**src/rtl/inst_axi_rd_bridge_pkg.sv**
```systemverilog
// inst_axi_rd_bridge_pkg: AR state encoding and fixed AXI read field values
package inst_axi_rd_bridge_pkg;
  typedef enum logic {AR_IDLE = 1'b0, AR_BUSY = 1'b1} ar_state_t;
  localparam logic [7:0] AXI_LEN = 8'd0;
  localparam logic [1:0] AXI_BURST_INCR = 2'b01;
  localparam logic [1:0] AXI_LOCK = 2'b00;
  localparam logic [3:0] AXI_CACHE = 4'd0;
  localparam logic [2:0] AXI_PROT = 3'd0;
endpackage

```
**src/rtl/inst_axi_rd_bridge.sv**
```systemverilog
// inst_axi_rd_bridge: converts sram-like instruction fetches into single-beat in-order AXI reads
module inst_axi_rd_bridge
  import inst_axi_rd_bridge_pkg::*;
#(
  parameter int MAX_OUTSTANDING = 2,
  parameter logic [3:0] AR_ID = 4'd0
) (
  input  logic        clk,
  input  logic        reset,
  input  logic        inst_sram_req,
  input  logic        inst_sram_wr,
  input  logic [1:0]  inst_sram_size,
  input  logic [31:0] inst_sram_addr,
  input  logic [3:0]  inst_sram_wstrb,
  input  logic [31:0] inst_sram_wdata,
  output logic        inst_sram_addrok,
  output logic        inst_sram_dataok,
  output logic [31:0] inst_sram_rdata,
  input  logic        cancel,
  output logic [3:0]  arid,
  output logic [31:0] araddr,
  output logic [7:0]  arlen,
  output logic [2:0]  arsize,
  output logic [1:0]  arburst,
  output logic [1:0]  arlock,
  output logic [3:0]  arcache,
  output logic [2:0]  arprot,
  output logic        arvalid,
  input  logic        arready,
  input  logic [3:0]  rid,
  input  logic [31:0] rdata,
  input  logic [1:0]  rresp,
  input  logic        rlast,
  input  logic        rvalid,
  output logic        rready
);
  localparam int CW = $clog2(MAX_OUTSTANDING + 1);
  localparam logic [CW-1:0] MAX_CNT = CW'(MAX_OUTSTANDING);
  ar_state_t     r_state;
  logic [31:0]   r_addr;
  logic [1:0]    r_size;
  logic [CW-1:0] r_out_cnt;
  logic [CW-1:0] r_drop_cnt;
  logic          w_accept;
  logic          w_unused;
  assign w_unused = ^{inst_sram_wr, inst_sram_wstrb, inst_sram_wdata, rid, rresp, rlast};
  assign w_accept = inst_sram_req && r_state == AR_IDLE && r_out_cnt < MAX_CNT && !cancel;
  assign inst_sram_addrok = w_accept;
  assign inst_sram_dataok = rvalid && r_drop_cnt == '0 && !cancel;
  assign inst_sram_rdata = rdata;
  assign arid = AR_ID;
  assign araddr = r_addr;
  assign arlen = AXI_LEN;
  assign arsize = {1'b0, r_size};
  assign arburst = AXI_BURST_INCR;
  assign arlock = AXI_LOCK;
  assign arcache = AXI_CACHE;
  assign arprot = AXI_PROT;
  assign arvalid = r_state == AR_BUSY;
  assign rready = 1'b1;
  always_ff @(posedge clk) begin
    if (w_accept) begin
      r_addr <= inst_sram_addr;
      r_size <= inst_sram_size;
    end
    if (reset) begin
      r_state <= AR_IDLE;
      r_out_cnt <= '0;
      r_drop_cnt <= '0;
    end else begin
      r_state <= w_accept ? AR_BUSY : (arvalid && arready) ? AR_IDLE : r_state;
      r_out_cnt <= r_out_cnt + CW'(w_accept) - CW'(rvalid);
      // a flush makes every read still in flight stale, including one not yet issued
      r_drop_cnt <= cancel ? r_out_cnt - CW'(rvalid)
                  : (rvalid && r_drop_cnt != '0) ? r_drop_cnt - CW'(1) : r_drop_cnt;
    end
  end
endmodule

```
**config.mk**
```make
export PLATFORM = sky130hd
export DESIGN_NAME = inst_axi_rd_bridge
export DESIGN_NICKNAME = d
export VERILOG_FILES = /design/src/rtl/inst_axi_rd_bridge_pkg.sv /design/src/rtl/inst_axi_rd_bridge.sv
export SDC_FILE = /design/constraint.sdc
export NUM_CORES = 1
export LEC_CHECK = 0
export BUFFER_PORTS_ARGS = -buffer_cell sky130_fd_sc_hd__buf_4
export CAP_MARGIN = 25
export CORE_ASPECT_RATIO = 1.75
export CORE_MARGIN = 10
export CORE_UTILIZATION = 29
export CTS_BUF_LIST = sky130_fd_sc_hd__clkbuf_4 sky130_fd_sc_hd__clkbuf_8 sky130_fd_sc_hd__clkbuf_16
export CTS_CLUSTER_SIZE = 14
export DETAILED_ROUTE_END_ITERATION = 10
export PLACE_DENSITY_LB_ADDON = 0.12
export SETUP_SLACK_MARGIN = 0.02
export SYNTH_ARGS = -nofsm -noshare
export SYNTH_HDL_FRONTEND = slang
export SYNTH_SLANG_ARGS = --single-unit
```
**constraint.sdc**
```tcl
create_clock -name clk -period 3.6 [get_ports clk]
set_input_delay 0.72 -clock clk [delete_from_list [all_inputs] [get_ports clk]]
set_output_delay 0.72 -clock clk [all_outputs]
set_load 0.005 [all_outputs]
```
======== Yosys cells after proc, flatten, opt, wreduce, memory -nomap -nowiden ========
Cells that the tools add are included.
word-level totals
  memories ................................ 0
  register bits ........................... 39
  word-level logic and storage cells ...... 27
  input bits .............................. 116
  bits in latches ......................... 0
  output and inout bits ................... 94
  bits in writable memories ............... 0
  bits in read-only memories .............. 0
operators by class
  equal/unequal tests ..................... 0
  $mul .................................... 0
  reductions and logical operators ........ 12
  add/sub/neg operators ................... 4
  bitwise operators ....................... 1
  divide/modulo/power cells ............... 0
  shift-type cells ........................ 0
  multiplexer cells ....................... 4
  order comparisons ....................... 1
operator list
  kind                   count
  $logic_and A1 B1 Y1    7
  $reduce_bool A2 Y1     3
  $mux W2                2
  $sub A2 B1 Y2          2
  $add A2 B1 Y2          1
  $logic_not A2 Y1       1
  $lt A2 B2 Y1 const B   1
  $mux W1                2
  $sub A2 B1 Y2 const B  1
  $logic_not A1 Y1       1
  $not A1 Y1             1

======== Logic depth before layout (Yosys ltp) ========
Gate-level depths: netlist (run 1).
  depth in word-level cells ............... 6
  mapped depth ............................ 6
  mapped depth without buffers ............ 6

======== Worst setup path after synthesis (run 1) ========
No wires, ideal clock.
  kind .................................... in2reg
  start ................................... in inst_sram_req
  end ..................................... reg r_out_cnt[0]
  data required time ...................... 3.486 ns
  cell stages on the path ................. 3
  library setup time ...................... 0.114 ns
  path slack .............................. 0.050 ns
  arrival ................................. 3.436 ns
  buffers on the path ..................... 0
  path through ............................ nor4b_2 ha_1 nor2b_1
on the way
  longest elaborated chain between the ends .. 5
ends and longest elaborated chain
  element                           line                      source
  start, declared                   inst_axi_rd_bridge.sv:10  input logic inst_sram_req,
  $logic_and A1 B1 Y1 (3 in a row)  inst_axi_rd_bridge.sv:47  assign w_accept = inst_sram_req && r_state == AR_IDLE && r_out_cnt < MAX_CNT && !cancel;
  $add A2 B1 Y2                     inst_axi_rd_bridge.sv:72  r_out_cnt <= r_out_cnt + CW'(w_accept) - CW'(rvalid);
  $sub A2 B1 Y2                     inst_axi_rd_bridge.sv:72
  end signal, assigned              inst_axi_rd_bridge.sv:72
  end, declared                     inst_axi_rd_bridge.sv:42  logic [CW-1:0] r_out_cnt;
Every way passes these cells.
A chain may end at the register's enable or synchronous reset.

======== Worst setup path in the final report (run 1) ========
  start ................................... in cancel
  end ..................................... out inst_sram_addrok
on the way
  longest elaborated chain between the ends .. 2
ends and longest elaborated chain
  element              line                      source
  start, declared      inst_axi_rd_bridge.sv:19  input logic cancel,
  $logic_not A1 Y1     inst_axi_rd_bridge.sv:47
  $logic_and A1 B1 Y1  inst_axi_rd_bridge.sv:47
  end, declared        inst_axi_rd_bridge.sv:16  output logic inst_sram_addrok,
Every way passes these cells.

==> results of run 1 <==
sequential cells by signal, summed over array words and instances, names as in the netlist:
register	cells
r_size	2
arvalid	1
araddr	32
r_out_cnt	2
r_drop_cnt	2
layout by cell type, fill, tap and decap left out:
master | Yosys | routed
ha_1 | 3 | 3
clkbuf_8 | 0 | 5
inv_6 | 0 | 1
nor4b_4 | 0 | 1
clkinvlp_4 | 0 | 1
conb_1 | 2 | 25
xor2_1 | 1 | 1
a21oi_1 | 2 | 2
nand2_1 | 1 | 1
nor2_1 | 4 | 4
bufinv_16 | 0 | 1
o21a_1 | 1 | 1
nand2b_1 | 1 | 1
buf_4 | 57 | 77
nor2b_1 | 2 | 2
a221oi_1 | 1 | 1
dfxtp_1 | 5 | 5
nor4b_1 | 1 | 1
edfxtp_1 | 34 | 34
inv_1 | 5 | 5
xnor2_1 | 2 | 2
how the worst max path moves through the flow:
stage                        from                 endpoint  slack (ns)  cells after the start
CTS                        cancel         inst_sram_addrok        1.59                      3
global placement           cancel  r_out_cnt[0]$_SDFF_PP0_        1.51                      5
finish                     cancel         inst_sram_addrok        1.61                      3
global route               cancel         inst_sram_addrok        1.56                      3
detailed placement         cancel  r_out_cnt[0]$_SDFF_PP0_        1.47                      5
floorplan           inst_sram_req  r_out_cnt[0]$_SDFF_PP0_        0.05                      3
power by group:
part | leakage, nW | internal, mW | switching (mW)
registers | 0.356 | 0.539 | 0.0144
logic | 0.536 | 0.0880 | 0.0723
clock network | 0.0548 | 0.209 | 0.156
total | 0.947 | 0.836 | 0.243
area by class of cell:
type | count | area (µm²)
Sequential cell | 39 | 1121
Inverter | 5 | 18.77
Clock buffer | 5 | 68.82
Tap cell | 78 | 97.59
Clock inverter | 3 | 46.29
Timing Repair Buffer | 77 | 578.1
Multi-Input combinational cell | 45 | 254.0
Fill cell | 606 | 3649
routing by layer:
layer / vias up / global-route usage (%) / wire length, µm
li1: 427 / - / -
met4: 0 / 5.293 / 118
met3: 15 / 3.909 / 387
met2: 75 / 13.89 / 2156
met1: 416 / 7.757 / 1463
met5: - / 0 / 0
logic make-up after synthesis:
| family | count (synthesis) |
|---|---|
| xor+xnor | 3 |
| flops | 39 |
| simple gates | 10 |
| other cells | 2 |
| fa+ha+maj | 3 |
| buf+inv | 62 |
| compound gates | 4 |
worst reg2reg max path, stage by stage, from the launching register on:
cell	delay [ns]
dfxtp_1	0.35
nor4b_4	0.30
buf_4	0.45
ha_1	0.30
nor2b_1	0.12
==> impl_metrics.json, run 1 <==
{
  "status": "complete, no violations",
  "rows": 37,
  "htree_num_levels": 2,
  "async_flop_share_pct": 0,
  "period_needed_ns": 1.990,
  "first_pass_iters": 4,
  "place_hpwl_um": 3396,
  "finalClockSkew_ns": 0.006408,
  "maxSlewViolCount": 0,
  "rr_worst_depth": 4,
  "fin_crit_sh_pct": 55.27,
  "rsz0062_at_grt": "false",
  "coreArea_um2": 5833,
  "design.portCount": 210,
  "crit_path_start_kind": "primary input",
  "crit_top_cell": "buf_4",
  "stdcell_area_um2": 2185,
  "synthMostInstantiatedCell": "buf_4",
  "grt_start_max_net_pins": 37,
  "arrival_ns": 1.27,
  "gp_congestion": 0.7097,
  "grt_pass1_wl_um": 5858,
  "grt-ovfl-total": 0,
  "yosys_warnings": 0,
  "required_ns": 2.88,
  "cts_buffer_depth": 2,
  "critical_path_class": "in -> out",
  "muxShareOfSynthArea_pct": 0,
  "yosysUniqueCellTypes": 17,
  "r2r_start": "arvalid$_SDFFE_PP0P_",
  "clock-sinks": 39,
  "post_dp_cell_area_um2": 2069,
  "min_to": "arvalid$_SDFFE_PP0P_",
  "hold_class": "reg -> reg",
  "drc": 0,
  "total_power_mw": 1.078,
  "synth_common_cells": "buf_4 (57), edfxtp_1 (34), dfxtp_1 (5), inv_1 (5), nor2_1 (4)",
  "yosys_register_bits": 39,
  "yosysSeqAreaShare_pct": 64.93,
  "cts.clk_slew.worst_paths_ns": 0.07,
  "cp-end-kind": "output port",
  "synth.top_cell.area_share_pct": 59.13,
  "final_antenna_net_count": 0,
  "synth_compound_area_share_pct": 1.522,
  "setup_ws_ns": 1.610,
  "die_h_um": 122.1,
  "final_util_pct": 37.45,
  "wl_um": 4125,
  "grt_pass1_vias": 1044,
  "worst_r2r_endpoint": "r_out_cnt[0]$_SDFF_PP0_",
  "vias": 933,
  "clk_latency_ns": 0.29,
  "antenna_found_initial": 0,
  "syn_inst": 123,
  "layout-drive-gt1-share_pct": 49.43,
  "setup_viol": 0,
  "critPathMaxStageDelay_ns": 0.23,
  "reg2reg_slack_ns": 1.97,
  "dieArea_um2": 9562,
  "cts_buffers": 5,
  "synthAdderAreaFrac_pct": 2.174,
  "wire_per_inst_um": 16.37,
  "maxCapViolations": 0,
  "grtUsageTotal_pct": 8.210,
  "die_x_um": 78.33,
  "leakagePower_nw": 0.9468,
  "synth_edf_count": 34,
  "synthSimpleGateAreaFrac_pct": 3.551,
  "yosys.area_share.xor_xnor_pct": 1.522,
  "cts-root-buf": "clkbuf_8",
  "place_inst": 244,
  "routed_via_density": 3.702,
  "io_buffers": 76,
  "synth.area.top_cells": "edfxtp_1 (59%), buf_4 (25%), dfxtp_1 (5.8%)",
  "layout.nets": 292,
  "hold_ws_ns": 0.5713,
  "drt_iter0_drc": 38,
  "crit_chain": "buf_4 -> nor4b_4 -> buf_4",
  "hold_depth": 2,
  "postCtsSetupBuffers": 0,
  "instances_no_fill": 252,
  "p_per_area_nw_per_um2": 493.6,
  "final-hold-violation-count": 0,
  "cpLargestDelayFamily": "buffers and inverters",
  "yosys.area.top_type": "edfxtp_1",
  "fmax_ghz": 0.5026,
  "antenna_cells": 0,
  "cp_slowest_cell": "nor4b_4",
  "syn_to_final_growth_pct": 26.52,
  "avgSynthCellArea_um2": 14.04,
  "cts_resized": 0,
  "cts_tree": "yes",
  "hold_buffers": 0,
  "netlist_area_um2": 1727,
  "vdd_drop_max_uv": 145.7,
  "min-delay-start": "arvalid$_SDFFE_PP0P_",
  "cp_num_buf_inv": 2,
  "pre_cts_ws_ns": 1.475,
  "start_util_pct": 29.60,
  "synth_top_family_by_area": "buffers and inverters",
  "setup_tns_ns": 0,
  "crit_path_max_fanout": 7,
  "synthFlopType": "edfxtp_1"
}
(Power assumes the default switching activity.)
==> run 2, diff against run 1 <==
==> constraint.sdc (replaced) <==
create_clock -name clk -period 1.8 [get_ports clk]
set_input_delay 0.36 -clock clk [delete_from_list [all_inputs] [get_ports clk]]
set_output_delay 0.36 -clock clk [all_outputs]
set_load 0.005 [all_outputs]
==> run 2 against run 1 <==
  * Register-to-register slack lost 1.6 ns
  * Cell count grew 3.2%
  * Critical endpoint unchanged
  * Design area grew 5.2%
  * Largest power group unchanged
  * Critical path type is now reg -> out
  * Sequential share of layout area shrank 2.5 points
  * First-iteration DRC count shrank 55%
  * Hold slack lost 0.32 ns
  * Sequential power grew 100%
  * Sequential cell count is the same
  * Non-clock buffer count grew 8
==> impl_metrics.json, run 2 (synthesis gave the netlist of run 1 again) <==
{
  "status": "complete, no violations",
  "swShare_pct": 20.22,
  "leakagePower_nw": 1.012,
  "drc": 0,
  "nFillCells": 620,
  "hold_depth": 1,
  "antenna_found_initial": 0,
  "drt_iter0_drc": 17,
  "cts-root-buf": "clkbuf_8",
  "r2r_start": "arvalid$_SDFFE_PP0P_",
  "grt_pass1_wl_um": 5727,
  "syn_to_final_growth_pct": 33.04,
  "post_dp_cell_area_um2": 2098,
  "final_util_pct": 39.38,
  "cts.clk_slew.worst_paths_ns": 0.08,
  "place_hpwl_um": 3429,
  "wire_per_inst_um": 16.22,
  "grtUsageTotal_pct": 8.037,
  "arrival_ns": 1.31,
  "required_ns": 1.44,
  "seqPwrFrac_pct": 47.5,
  "clk_latency_ns": 0.28,
  "grt_pass1_vias": 1063,
  "crit_path_start_kind": "flip-flop",
  "maxCapViolations": 0,
  "first_pass_iters": 4,
  "internal-power_mw": 1.861,
  "setup_ws_ns": 0.1344,
  "vias": 973,
  "final_common_cell": "buf_4",
  "min_to": "araddr[1]$_DFFE_PP_",
  "p_per_area_nw_per_um2": 1016,
  "p_comb_share_pct": 15.7,
  "fin_crit_sh_pct": 92.54,
  "hold_class": "in -> reg",
  "maxSlewViolCount": 0,
  "grt_start_max_net_pins": 24,
  "final_cell_mix": "buf_4 (83), edfxtp_1 (34), conb_1 (25)",
  "final_antenna_net_count": 0,
  "die_h_um": 122.1,
  "grt-ovfl-total": 0,
  "layout.nets": 300,
  "switchingPower_mw": 0.4718,
  "setup_tns_ns": 0,
  "hold_ws_ns": 0.2485,
  "design.portCount": 210,
  "fmax_ghz": 0.6004,
  "startpoint": "arvalid$_SDFFE_PP0P_",
  "coreArea_um2": 5833,
  "p_clk_share_pct": 36.7,
  "gp_congestion": 0.6949,
  "die_x_um": 78.33,
  "total_power_mw": 2.333,
  "cp-end-kind": "output port",
  "routed_via_density": 3.742,
  "period_needed_ns": 1.666,
  "clock-sinks": 39,
  "dieArea_um2": 9562,
  "rsz0062_at_grt": "false",
  "io_buffers": 76,
  "critical_path_class": "reg -> out",
  "worst_r2r_endpoint": "araddr[9]$_DFFE_PP_",
  "cts_buffer_depth": 2,
  "crit_path_max_fanout": 7,
  "antenna_cells": 0,
  "place_inst": 246,
  "cts_tree": "yes",
  "min-delay-start": "inst_sram_addr[1]",
  "start_util_pct": 29.60,
  "wl_um": 4217,
  "layout-drive-gt1-share_pct": 52.20,
  "rows": 37,
  "pre_cts_ws_ns": 0.2455,
  "vdd_drop_max_uv": 454.6,
  "reg2reg_slack_ns": 0.42,
  "instances_no_fill": 260,
  "rr_worst_depth": 3,
  "finalClockSkew_ns": 0.005489,
  "cts_buffers": 5,
  "final-hold-violation-count": 0,
  "largest_register_ffs": 32,
  "htree_num_levels": 2,
  "setup_viol": 0,
  "stdcell_area_um2": 2297
}
## run 2: routing by layer
metal	part of all wire, %	GRT usage, %	vias up
met5	0	0	-
met4	4.8	6.306	0
met3	6.8	3.245	21
met2	56	14.67	72
met1	32	6.587	438
li1	-	-	442
## run 2: repair_timing
item                                   CTS  global route
setup buffers                            0             5
endpoints found under the hold margin    0             0
hold buffers                             0             0
setup endpoints to repair                0             1
gates resized for setup                  0             0
## run 2: worst max path at each step
| stage | endpoint | slack (ns) | cells past startpoint |
|---|---|---|---|
| 4_1_cts | inst_sram_addrok | 0.05 | 3 |
| 3_3_place_gp | inst_sram_addrok | 0.25 | 4 |
| 2_1_floorplan | r_out_cnt[0]$_SDFF_PP0_ | -0.50 | 3 |
| 6_report | inst_sram_addrok | 0.13 | 3 |
| 5_1_grt | inst_sram_addrok | 0.06 | 3 |
| 3_5_place_dp | inst_sram_addrok | 0.25 | 4 |
## run 2: critical path: stages (launching register included)
cell and delay, ns:
dfxtp_2 0.35, nor4b_4 0.41, buf_12 0.17, buf_4 0.10
## run 2: layout make-up
type | instances | area [µm²] | share of cell area, %
flip-flops and latches | 39 | 1122 | 48.86
well taps | 78 | 97.59 | 4.248
clock buffers | 6 | 76.32 | 3.322
repair buffers | 85 | 668.1 | 29.09
inverters | 5 | 18.77 | 0.8170
clock inverters | 2 | 60.06 | 2.614
multi-input cells | 45 | 254.0 | 11.06
## run 2: power by group through the flow
| stage | Sequential, mW | Combinational (mW) | Clock, mW |
|---|---|---|---|
| final | 1.11 | 0.367 | 0.857 |
| after global routing | 1.12 | 0.407 | 0.935 |
| after CTS | 1.11 | 0.343 | 0.887 |
| after global placement | 1.13 | 0.334 | 0 |
| after floorplan | 1.14 | 0.220 | 0 |
| after detailed placement | 1.13 | 0.343 | 0 |
